## config.mk

```make
export PLATFORM = sky130hd
export DESIGN_NAME = ic_req_download
export DESIGN_NICKNAME = d
export VERILOG_FILES = /design/src/rtl/ring_ca_pkg.sv /design/src/rtl/ic_download_err_cnt.sv /design/src/rtl/ic_req_download.sv
export SDC_FILE = /design/constraint.sdc
export NUM_CORES = 1
export LEC_CHECK = 0
export CORE_MARGIN = 8
export CORE_UTILIZATION = 46
export CTS_BUF_LIST = sky130_fd_sc_hd__clkbuf_4 sky130_fd_sc_hd__clkbuf_8 sky130_fd_sc_hd__clkbuf_16
export DETAILED_ROUTE_END_ITERATION = 8
export GPL_ROUTABILITY_DRIVEN = 0
export GPL_TIMING_DRIVEN = 0
export HOLD_SLACK_MARGIN = 0.02
export PLACE_DENSITY = 0.86
export SYNTH_ARGS = -nofsm -noshare
export SYNTH_HDL_FRONTEND = slang
export SYNTH_SLANG_ARGS = --single-unit
```

## constraint.sdc

```tcl
create_clock -name clk -period 2.7 [get_ports clk]
set_input_delay 0.54 -clock clk [delete_from_list [all_inputs] [get_ports clk]]
set_output_delay 0.54 -clock clk [all_outputs]
set_load 0.05 [all_outputs]
```

## src/rtl/ring_ca_pkg.sv

```systemverilog
// rtl/ring_ca_pkg.sv - shared ring/CA flit constants and download FSM encodings
package ring_ca_pkg;

    // Flit type codes carried on ctrl alongside every flit; the upload side
    // produces exactly these codes.
    localparam logic [1:0] CTRL_IDLE = 2'b00;
    localparam logic [1:0] CTRL_HEAD = 2'b01;
    localparam logic [1:0] CTRL_BODY = 2'b10;
    localparam logic [1:0] CTRL_TAIL = 2'b11;

    localparam int FLIT_W = 16;

    // Download FSM encodings; the value is visible on ic_download_state.
    typedef enum logic [1:0] {
        DL_IDLE = 2'b00,
        DL_RECV = 2'b01,
        DL_FULL = 2'b10,
        DL_RSVD = 2'b11
    } dl_state_e;

endpackage

```

## src/rtl/ic_download_err_cnt.sv

```systemverilog
// rtl/ic_download_err_cnt.sv - 8-bit saturating protocol error counter
//
// Ports:
//   clk      rising-edge clock
//   rst      synchronous active-low reset
//   i_inc    one error this cycle
//   i_clr    synchronous clear; wins over i_inc
//   o_cnt    saturating count, sticks at 255
module ic_download_err_cnt (
    input  logic       clk,
    input  logic       rst,
    input  logic       i_inc,
    input  logic       i_clr,
    output logic [7:0] o_cnt
);

    logic [7:0] r_cnt;

    always_ff @(posedge clk) begin
        if (!rst) begin
            r_cnt <= 8'd0;
        end else if (i_clr) begin
            r_cnt <= 8'd0;
        end else if (i_inc && (r_cnt != 8'hFF)) begin
            r_cnt <= r_cnt + 8'd1;
        end
    end

    assign o_cnt = r_cnt;

endmodule

```

## src/rtl/ic_req_download.sv

```systemverilog
// rtl/ic_req_download.sv - reassembles head/body/tail flits into one IC request message
//
// Optional feature macro: IC_REQ_DOWNLOAD_ERR_CNT_EN (adds err_cnt / err_cnt_clr).
//
// Ports:
//   clk               rising-edge clock
//   rst               synchronous active-low reset
//   flit_in           incoming flit
//   ctrl_in           flit type: 01 head, 10 body, 11 tail, 00 invalid
//   v_flit_in         flit_in/ctrl_in valid
//   flits_ack         consumer has taken flits_out this cycle
//   err_cnt_clr       (macro only) synchronous clear of err_cnt
//   err_cnt           (macro only) saturating count of proto_err pulses
//   download_rdy      a flit can be accepted this cycle
//   flits_out         assembled message, head flit in the top bits
//   v_flits_out       flits_out holds a complete message
//   ic_download_state current FSM state
//   proto_err         one-cycle pulse on a protocol violation
module ic_req_download #(
    parameter  int FLIT_W    = ring_ca_pkg::FLIT_W,
    parameter  int NUM_FLITS = 3,
    localparam int MSG_W     = FLIT_W * NUM_FLITS
) (
    input  logic              clk,
    input  logic              rst,
    input  logic [FLIT_W-1:0] flit_in,
    input  logic [1:0]        ctrl_in,
    input  logic              v_flit_in,
    input  logic              flits_ack,
`ifdef IC_REQ_DOWNLOAD_ERR_CNT_EN
    input  logic              err_cnt_clr,
    output logic [7:0]        err_cnt,
`endif
    output logic              download_rdy,
    output logic [MSG_W-1:0]  flits_out,
    output logic              v_flits_out,
    output logic [1:0]        ic_download_state,
    output logic              proto_err
);

    import ring_ca_pkg::*;

    // Index of the tail slot; the counter is two bits wide.
    localparam logic [1:0] LAST_IDX = 2'(NUM_FLITS - 1);

    dl_state_e        r_state;
    dl_state_e        w_state_nxt;
    logic [1:0]       r_cnt;
    logic [1:0]       w_cnt_nxt;
    logic [MSG_W-1:0] r_msg;
    logic [MSG_W-1:0] w_msg_nxt;
    logic             r_err;
    logic             w_err;
    logic             w_rdy;
    logic             w_take;

    // Ready is a pure state decode so the ring FIFO never sees a path from ack.
    assign w_rdy  = (r_state != DL_FULL);
    assign w_take = v_flit_in && w_rdy;

    always_ff @(posedge clk) begin
        if (!rst) begin
            r_state <= DL_IDLE;
            r_cnt   <= 2'd0;
            r_msg   <= '0;
            r_err   <= 1'b0;
        end else begin
            r_state <= w_state_nxt;
            r_cnt   <= w_cnt_nxt;
            r_msg   <= w_msg_nxt;
            r_err   <= w_err;
        end
    end

    always_comb begin
        w_state_nxt = r_state;
        w_cnt_nxt   = r_cnt;
        w_msg_nxt   = r_msg;
        w_err       = 1'b0;

        case (r_state)
            DL_IDLE: begin
                if (w_take) begin
                    if (ctrl_in == CTRL_HEAD) begin
                        w_msg_nxt = '0;
                        w_msg_nxt[MSG_W-1 -: FLIT_W] = flit_in;
                        w_cnt_nxt   = 2'd1;
                        w_state_nxt = DL_RECV;
                    end else begin
                        w_err = 1'b1;
                    end
                end
            end

            DL_RECV: begin
                if (w_take) begin
                    if (ctrl_in == CTRL_HEAD) begin
                        // New head restarts assembly; the partial message is dropped.
                        w_msg_nxt = '0;
                        w_msg_nxt[MSG_W-1 -: FLIT_W] = flit_in;
                        w_cnt_nxt = 2'd1;
                        w_err     = 1'b1;
                    end else if ((ctrl_in == CTRL_BODY) && (r_cnt < LAST_IDX)) begin
                        w_msg_nxt[MSG_W-1-int'(r_cnt)*FLIT_W -: FLIT_W] = flit_in;
                        w_cnt_nxt = r_cnt + 2'd1;
                    end else if ((ctrl_in == CTRL_TAIL) && (r_cnt == LAST_IDX)) begin
                        w_msg_nxt[FLIT_W-1:0] = flit_in;
                        w_cnt_nxt   = 2'd0;
                        w_state_nxt = DL_FULL;
                    end else begin
                        // Early tail, late body or idle code: abandon the message.
                        w_msg_nxt   = '0;
                        w_cnt_nxt   = 2'd0;
                        w_state_nxt = DL_IDLE;
                        w_err       = 1'b1;
                    end
                end
            end

            DL_FULL: begin
                if (flits_ack) begin
                    w_msg_nxt   = '0;
                    w_cnt_nxt   = 2'd0;
                    w_state_nxt = DL_IDLE;
                end
            end

            default: begin
                w_msg_nxt   = '0;
                w_cnt_nxt   = 2'd0;
                w_state_nxt = DL_IDLE;
            end
        endcase
    end

    assign download_rdy      = w_rdy;
    assign flits_out         = r_msg;
    assign v_flits_out       = (r_state == DL_FULL);
    assign ic_download_state = r_state;
    assign proto_err         = r_err;

`ifdef IC_REQ_DOWNLOAD_ERR_CNT_EN
    // Counts on the same edge that raises proto_err.
    ic_download_err_cnt u_err_cnt (
        .clk   (clk),
        .rst   (rst),
        .i_inc (w_err),
        .i_clr (err_cnt_clr),
        .o_cnt (err_cnt)
    );
`else
    // No error counter in this build; proto_err is the only error indication.
`endif

endmodule

```

==> Yosys cells after proc, flatten, opt, wreduce, memory -nomap -nowiden <==
Cells that the tools add are included.
{ "totals": {"out_inout_bits": 53, "input_bits": 22, "ff_bits": 53, "wordCells": 61} }
{ "op_classes": {"add_sub_neg": 3, "reduce_logical": 7, "shifts": 2, "n_lt_le_gt_ge": 1, "eq_ne": 14, "mux": 29} }
{ "ops": {"columns": ["cell", "n"], "rows": [
  ["two-way mux 48 bit", 6],
  ["case mux 48 bit (3 select lines)", 1],
  ["variable shift 16 x 33 -> 63 bit, first input constant", 1],
  ["indexed part select 16 x 33 -> 63 bit", 1],
  ["bitwise mux 48 bit", 1],
  ["negator 7 -> 33 bit", 1],
  ["two-way mux 32 bit", 1],
  ["two-way mux 2 bit", 10],
  ["two-way mux 16 bit", 1],
  ["inequality test 2 bit, second input constant", 7],
  ["case mux 2 bit (3 select lines)", 2],
  ["equality test 2 bit, second input constant", 4],
  ["subtractor 6 x 6 -> 7 bit, first input constant", 1],
  ["two-way mux 1 bit", 6],
  ["AND reduction 6 bit", 1],
  ["AND reduction 5 bit", 1],
  ["equality test 2 x 1 -> 1 bit, second input constant", 2],
  ["inequality test 4 bit, second input constant", 1],
  ["AND reduction 4 bit", 1],
  ["logical AND 1 bit", 3],
  ["adder 2 x 1 -> 2 bit, second input constant", 1],
  ["zero test 2 bit", 1],
  ["less-than comparator 2 bit, second input constant", 1],
  ["case mux 1 bit (2 select lines)", 1]
]} }

==> Depth between registers and ports, before layout <==
Gate-level depths: netlist of run 1.
{ "logic_depth": {"ltp_word": 8, "depth_mapped": 7, "ltp_nobuf": 6} }

==> Worst setup path after synthesis of run 1 <==
OpenSTA, ideal clock, no wires.
{ "synth_path": {"kind": "register to output", "start": "reg r_state[0] (netlist: ic_download_state[0])", "end": "out v_flits_out", "setup_slack_ns": 0.439, "stages_incl_launch_ff": 4, "arrival_ns": 1.721, "n_path_buf": 1, "required_time_ns": 2.160, "path_cell_list": "dfxtp_1 buf_2 nand2b_1 inv_1"} }
{ "synth_between": {"elab_chain_len": 1} }
{ "synth_lines": {"columns": ["element", "line_no", "rtl"], "rows": [
  ["start, declared", "ic_req_download.sv:46", "dl_state_e r_state;"],
  ["start signal, assigned", "ic_req_download.sv:68", "r_state <= w_state_nxt;"],
  ["equality test 2 bit", "ic_req_download.sv:138", "assign v_flits_out = (r_state == DL_FULL);"],
  ["end, declared", "ic_req_download.sv:36", "output logic v_flits_out,"]
]} }
No other way between the ends.

==> Final worst setup path of run 1 <==
{ "layout_path": {"start": "reg r_state[0] (netlist: ic_download_state[0])", "end": "out download_rdy"} }
{ "layout_between": {"elab_chain_len": 1} }
{ "layout_lines": {"columns": ["element", "line_no", "rtl"], "rows": [
  ["inequality test 2 bit", "ic_req_download.sv:58", "assign w_rdy = (r_state != DL_FULL);"],
  ["end, declared", "ic_req_download.sv:34", "output logic download_rdy,"]
]} }
No other way between the ends.

==> impl_metrics.toml, run 1 <==
[synthesis]
synth.area.top_cells = "dfxtp_1 (44%), a22o_1 (5.5%), a21oi_1 (4.8%)"
yosys.area_share.adder = 0.02094
synth-edff-count = 0
ys_seq_elements = 53
synth-compound-area-share = 0.2974
synth-xor-area-share = 0
netlist_area_um2 = 2390
synthesis.instances = 251
seq_area_frac_synth = 0.4440
async_flop_share = 0
ys_types = 44
avgSynthCellArea_um2 = 9.521
synth_top_family_by_area = "compound AO/OA/AOI/OAI gates"
synth-simple-area-share = 0.1607
synthMuxAreaShare = 0
synth_warnings = 0
yosysTopAreaCellShare = 0.4440
synth_top_cell_by_area = "dfxtp_1"
syn-num-nets = 277
synth_flop_cell = "dfxtp_1"

[sta]
slew_headroom = 0.4372
min_period_over_period = 0.8864
hold_viol_final = 0
clock.fmax_mhz = 417.8
rsz0062_at_grt = "false"
clock_skew_ps = 14.60
setup_viol = 0
min_period_ps = 2393
finalMaxSlewViolations = 0
tns_ps = 0
worst_pin_slew_ps = 842.4

[worst_hold_path]
hold_path.class = "register to register"

[power_and_ir_drop]
p_leak_uw = 0.001161
vdd_drop_max_mv = 0.3342
p_total_uw = 1511
power_density_nw_per_um2 = 458.2

[clock_tree]
ctsResizeCount = 0
clk_path_buf_depth = 2
cts_root_buf = "clkbuf_8"
holdBufCountCts = 0
clk_pin_slew_worst_paths_ps = 90
numCtsBuffers = 5
cts_num_sinks = 53
cts_tree = "yes"
htree_levels = 2
worstSkewPairLatency_ps = 310
postCtsSetupBuffers = 0

[critical_path]
worst_ep_arrival_time_ps = 1850
r2r_setup_slack_ps = 310
cp_max_fo = 9
startpoint_type = "register"
critPathCaptureType = "output pin"
crit_type = "register to output pin"
required_ps = 2160

[die]
start_util = 0.4709
core_um2 = 5075
num_io_pins = 75
dieHeight_um = 88.08
core.rowCount = 26
fp.dieW_um = 88.08
die_area_um2 = 7757

[global_route]
grt_max_degree = 17
grt_remaining_overflow = 0
grt_pass1_wl_um = 11660
track_usage = 0.1900
antenna_found_initial = 0
grt_pass1_vias = 2313

[job]
max_cap_viol_count = 0

[routing]
vias_per_cell = 5.876
drc = 0
totalWireLength_um = 7314
firstDrtPassIters = 6
wire_per_inst_um = 18.19
antenna_left = 0
first_iter_violations = 270
vias = 2362

[finish]
antenna_cells = 0
fin_nets = 357
area.growth.synth_to_final_pct = 38.01
drive_gt1_frac = 0.09639

[placed_design]
port-buffer-count = 73
hpwl_um = 5210

[outcome]
status = "complete, no violations"
-- worst max-delay path, cell delays in order, from the launching register on --
cell,delay (ps)
dfxtp_1,340
buf_2,210
nand2b_1,170
clkdlybuf4s50_1,820
-- power breakdown --
| group | switching (µW) | total [µW] | leakage [µW] | internal, µW |
|---|---|---|---|---|
| Sequential | 10.4 | 805 | 0.000429 | 795 |
| Clock | 263 | 458 | 0.0000490 | 195 |
| Combinational | 157 | 248 | 0.000684 | 91.3 |
-- state kept, by name, summed over array words and instances, names as in the netlist --
name	count
r_cnt	2
ic_download_state	2
proto_err	1
flits_out	48
-- through the flow --
stage                 util  setup slack [ps]  cell area (µm²)  hold WS, ps  instances
floorplan                -             438.5             2390        485.1        251
global placement    0.6322             195.1             3208        454.4        394
detailed placement  0.6322             154.4             3208        455.8        394
CTS                 0.6499             309.2             3298        477.8        402
global route        0.6499             94.23             3298        504.8        402
finish              0.6499             306.7             3298        476.7        402
-- cell usage in the layout, fill, tap and decap left out, types with 3 or more instances in the layout --
cell              n
clkdlybuf4s50_1  73
dfxtp_1          53
a21oi_1          23
inv_1            17
nand4_1          17
a22o_1           15
o21ai_0          15
nor4_1           11
a221oi_1         11
o2bb2ai_1        11
buf_2             9
clkbuf_1          6
nand2_1           6
nor2_1            6
a32o_1            5
clkbuf_8          5
buf_4             4
ha_1              4
nand2b_1          3
nor3_1            3
-- routing by layer --
layer,part of all wire,track usage,wire (µm),vias up
li1,-,-,-,1126
met1,0.43,0.2357,3120,1137
met2,0.47,0.3023,3448,90
met3,0.088,0.06567,643,9
met4,0.014,0.05530,102,0
met5,0,0,0,-
-- area by class of cell --
type                            instances  area, µm²
Clock inverter                          2      13.76
Multi-Input combinational cell        160       1145
Timing Repair Buffer                   73      730.7
Tap cell                               70      87.58
Clock buffer                            6      76.32
Buffer                                 21      120.1
Inverter                               17      63.81
Sequential cell                        53       1061
Fill cell                             417       1777
-- synth_stat cells (2+ instances only) --
| cell | instances |
|---|---|
| a32o_1 | 5 |
| o21ai_1 | 2 |
| nand2_1 | 6 |
| o2bb2ai_1 | 11 |
| dfxtp_1 | 53 |
| buf_4 | 4 |
| nor3b_1 | 2 |
| nor2b_1 | 2 |
| nand3_1 | 2 |
| a21oi_1 | 23 |
| buf_2 | 9 |
| a22o_1 | 15 |
| ha_1 | 4 |
| nand2b_1 | 3 |
| nor3_2 | 2 |
| clkbuf_1 | 6 |
| nor4_1 | 11 |
| o21ai_0 | 15 |
| a221oi_1 | 11 |
| nor3_1 | 3 |
| buf_6 | 2 |
| nand4_1 | 17 |
| inv_1 | 17 |
| nor2_1 | 6 |
-- path summary, 6_finish.rpt --
path | to | from | cells past startpoint
max | download_rdy | ic_download_state[0]$_SDFFE_PN0P_ | 3
max reg2reg | flits_out[8]$_SDFFE_PN0P_ | r_cnt[0]$_SDFFE_PN0P_ | 7
min | flits_out[15]$_SDFFE_PN0P_ | flits_out[15]$_SDFFE_PN0P_ | 2
min reg2reg | flits_out[15]$_SDFFE_PN0P_ | flits_out[15]$_SDFFE_PN0P_ | 2
-- cell families (layout without fill, tap and decap cells) --
| family | after synthesis | count (layout) |
|---|---|---|
| DFF | 53 | 53 |
| adders and majority gates | 4 | 4 |
| AOI/OAI and AO/OA | 93 | 93 |
| buffers and inverters | 38 | 119 |
| and+or+nand+nor | 63 | 63 |
Power figures use the tool's default switching activity.
==> run 2: changes to the inputs <==
--- a/config.mk
+++ b/config.mk
@@ -5,6 +5,7 @@
 export SDC_FILE = /design/constraint.sdc
 export NUM_CORES = 1
 export LEC_CHECK = 0
+export ABC_AREA = 1
 export CORE_MARGIN = 8
 export CORE_UTILIZATION = 46
 export CTS_BUF_LIST = sky130_fd_sc_hd__clkbuf_4 sky130_fd_sc_hd__clkbuf_8 sky130_fd_sc_hd__clkbuf_16
@@ -12,7 +13,7 @@
 export GPL_ROUTABILITY_DRIVEN = 0
 export GPL_TIMING_DRIVEN = 0
 export HOLD_SLACK_MARGIN = 0.02
-export PLACE_DENSITY = 0.86
+export PLACE_DENSITY = 0.84
 export SYNTH_ARGS = -nofsm -noshare
 export SYNTH_HDL_FRONTEND = slang
 export SYNTH_SLANG_ARGS = --single-unit
==> constraint.sdc (replaced) <==
create_clock -name clk -period 2.05 [get_ports clk]
set_input_delay 0.41 -clock clk [delete_from_list [all_inputs] [get_ports clk]]
set_output_delay 0.41 -clock clk [all_outputs]
set_load 0.05 [all_outputs]
==> impl_metrics.toml, run 2 <==
[sta]
slew_headroom = 0.6254
hold_viol_final = 0
worst_pin_slew_ps = 562.0
rsz0062_at_grt = "false"
setup_viol = 0
finalMaxSlewViolations = 0
layout_setup_ws_ps = 56.85
min_period_over_period = 0.9723
clock_skew_ps = 8.315
min_period_ps = 1993
clock.fmax_mhz = 501.7

[die]
die_area_um2 = 10040
core_um2 = 6832
fp.dieW_um = 100.2
start_util = 0.4773
core.rowCount = 30
dieHeight_um = 100.2
num_io_pins = 75

[placed_design]
placedInstanceArea_um2 = 4125
dp_slack_ps = -158.6
hpwl_um = 7474
port-buffer-count = 74

[synthesis]
synthesis.instances = 545
yosysMostFrequentCell = "nand2_1"
synth.area.top_cells = "dfxtp_1 (33%), nand2_1 (23%), nor2_1 (12%)"
syn-num-nets = 571
yosysTopAreaCellShare = 0.3254
synth_flop_cell = "dfxtp_1"
ys_seq_elements = 53
synth_top_cell_by_area = "dfxtp_1"
netlist_area_um2 = 3261
avgSynthCellArea_um2 = 5.983
ys_types = 25
async_flop_share = 0
seq_area_frac_synth = 0.3254
synth_warnings = 0
synth-edff-count = 0
synthTopCellsByCount = "nand2_1 (201), nor2_1 (102), dfxtp_1 (53), a21oi_1 (51), inv_1 (32)"

[clock_tree]
cts_tree = "yes"
cts_root_buf = "clkbuf_8"
clk_path_buf_depth = 2
cts_num_sinks = 53
htree_levels = 2
clk_pin_slew_worst_paths_ps = 100
worstSkewPairLatency_ps = 320
numCtsBuffers = 5
postCtsSetupBuffers = 0
holdBufCountCts = 0

[routing]
firstDrtPassIters = 6
totalWireLength_um = 9727
wl_met2_um = 4520
first_iter_violations = 452
antenna_left = 0
wire_per_inst_um = 13.47
m1WireLength_um = 4129
topRoutingLayerUsed = "met4"
vias_per_cell = 5.093
routed-wl-met3_um = 895
drc = 0
vias = 3677

[critical_path]
path_buf_inv = 1
worst_ep_arrival_time_ps = 1580
cp_max_fo = 7
critPathCaptureType = "output pin"
cp_slowest_cell = "clkdlybuf4s50_1"
required_ps = 1640
cp_cell_sequence = "clkdlybuf4s50_1"
startpoint_type = "register"
crit_family = "buffers and inverters"
crit_type = "register to output pin"
slowest_delay_ps = 830

[global_route]
antenna_found_initial = 0
track_usage = 0.1898
grt_pass1_wl_um = 15710
grt_max_degree = 18
grt_pass1_vias = 3413
grt_remaining_overflow = 0

[power_and_ir_drop]
p_leak_uw = 0.001882
vdd_drop_max_mv = 0.3016
power_density_nw_per_um2 = 707.5

[finish]
fin_nets = 651
register_area_um2 = 1065
multiInputGateArea_um2 = 1898
final_common_cell = "nand2_1"
final_cell_mix = "nand2_1 (200), nor2_1 (101), clkdlybuf4s50_1 (71)"
largest_reg_flops = 48
antenna_cells = 0
num-fill-cells = 674
final_cell_area_um2 = 4230
area.growth.synth_to_final_pct = 29.74
drive_gt1_frac = 0.1070
fin_util = 0.6192

[outcome]
status = "complete, no violations"

[worst_hold_path]
hold_path.class = "register to register"

[job]
max_cap_viol_count = 0
[run 2: changes by cell type after synthesis, sizes merged, moves of 14 or more]
cell / previous run / this run
nand2: 6 / 205
nor2: 7 / 108
a21oi: 23 / 61
inv: 17 / 40
a22o: 15 / 0
nand3: 2 / 16
nand4: 17 / 3
[run 2: cell type report]
type                            instances  share of cell area
Tap cell                               96             0.02839
Multi-Input combinational cell        426              0.4487
Sequential cell                        53              0.2517
Buffer                                 25             0.03993
Inverter                               40             0.03549
Clock inverter                          3            0.005324
Timing Repair Buffer                   74              0.1742
Clock buffer                            5             0.01627
[run 2: kinds of logic (layout without fill, tap and decap cells)]
| logic type | Yosys count | in the layout | synth area share |
|---|---|---|---|
| adders and majority gates | 4 | 4 | 0.01535 |
| and+or+nand+nor | 337 | 337 | 0.4213 |
| DFF | 53 | 53 | 0.3254 |
| buffers and inverters | 66 | 147 | 0.09593 |
| AOI/OAI and AO/OA | 85 | 85 | 0.1420 |
[run 2: tightest hold or removal path: cells and delay by family, from the launching register on]
kind               cells  cell delay [ps]
AOI/OAI and AO/OA      1               50
DFF                    1              340
and+or+nand+nor        1               60
[run 2: metrics by stage]
stage          power [µW]  cells  hold WS (ps)  TNS, ps
2_1_floorplan        2013    545         489.3        0
3_3_place_gp         2354    715         473.1    -1644
3_5_place_dp         2375    715         473.5    -2923
4_1_cts              2984    722         490.4        0
5_1_grt              3148    722         514.3        0
6_report             2993    722         487.5        0
[run 2: routing by layer]
layer	track usage	vias to the layer above
met5	0	-
met2	0.3338	160
met1	0.2230	1624
met4	0.05349	0
li1	-	1866
met3	0.04429	27
[run 2: power by group]
part | leakage [µW] | switching, µW | total [µW] | internal [µW]
Combinational | 0.00140 | 813 | 1200 | 390
Clock | 0.0000481 | 373 | 617 | 243
Sequential | 0.000432 | 65.5 | 1170 | 1110
Total | 0.00188 | 1250 | 2990 | 1740
[run 2: final timing paths]
path                                                         from                    endpoint  slack [ps]  cells past startpoint
worst max-delay path            ic_download_state[1]$_SDFFE_PN0P_        ic_download_state[1]          60                      1
worst min-delay path                    flits_out[2]$_SDFFE_PN0P_   flits_out[2]$_SDFFE_PN0P_         490                      2
worst min register to register          flits_out[2]$_SDFFE_PN0P_   flits_out[2]$_SDFFE_PN0P_         490                      2
worst max register to register              r_cnt[0]$_SDFFE_PN0P_  flits_out[42]$_SDFFE_PN0P_         170                     11
[run 2: timing repair]
item / 4_1_cts / 5_1_grt
gates resized for setup: 8 / 6
hold endpoints to repair: 0 / 0
setup endpoints to repair: 22 / 44
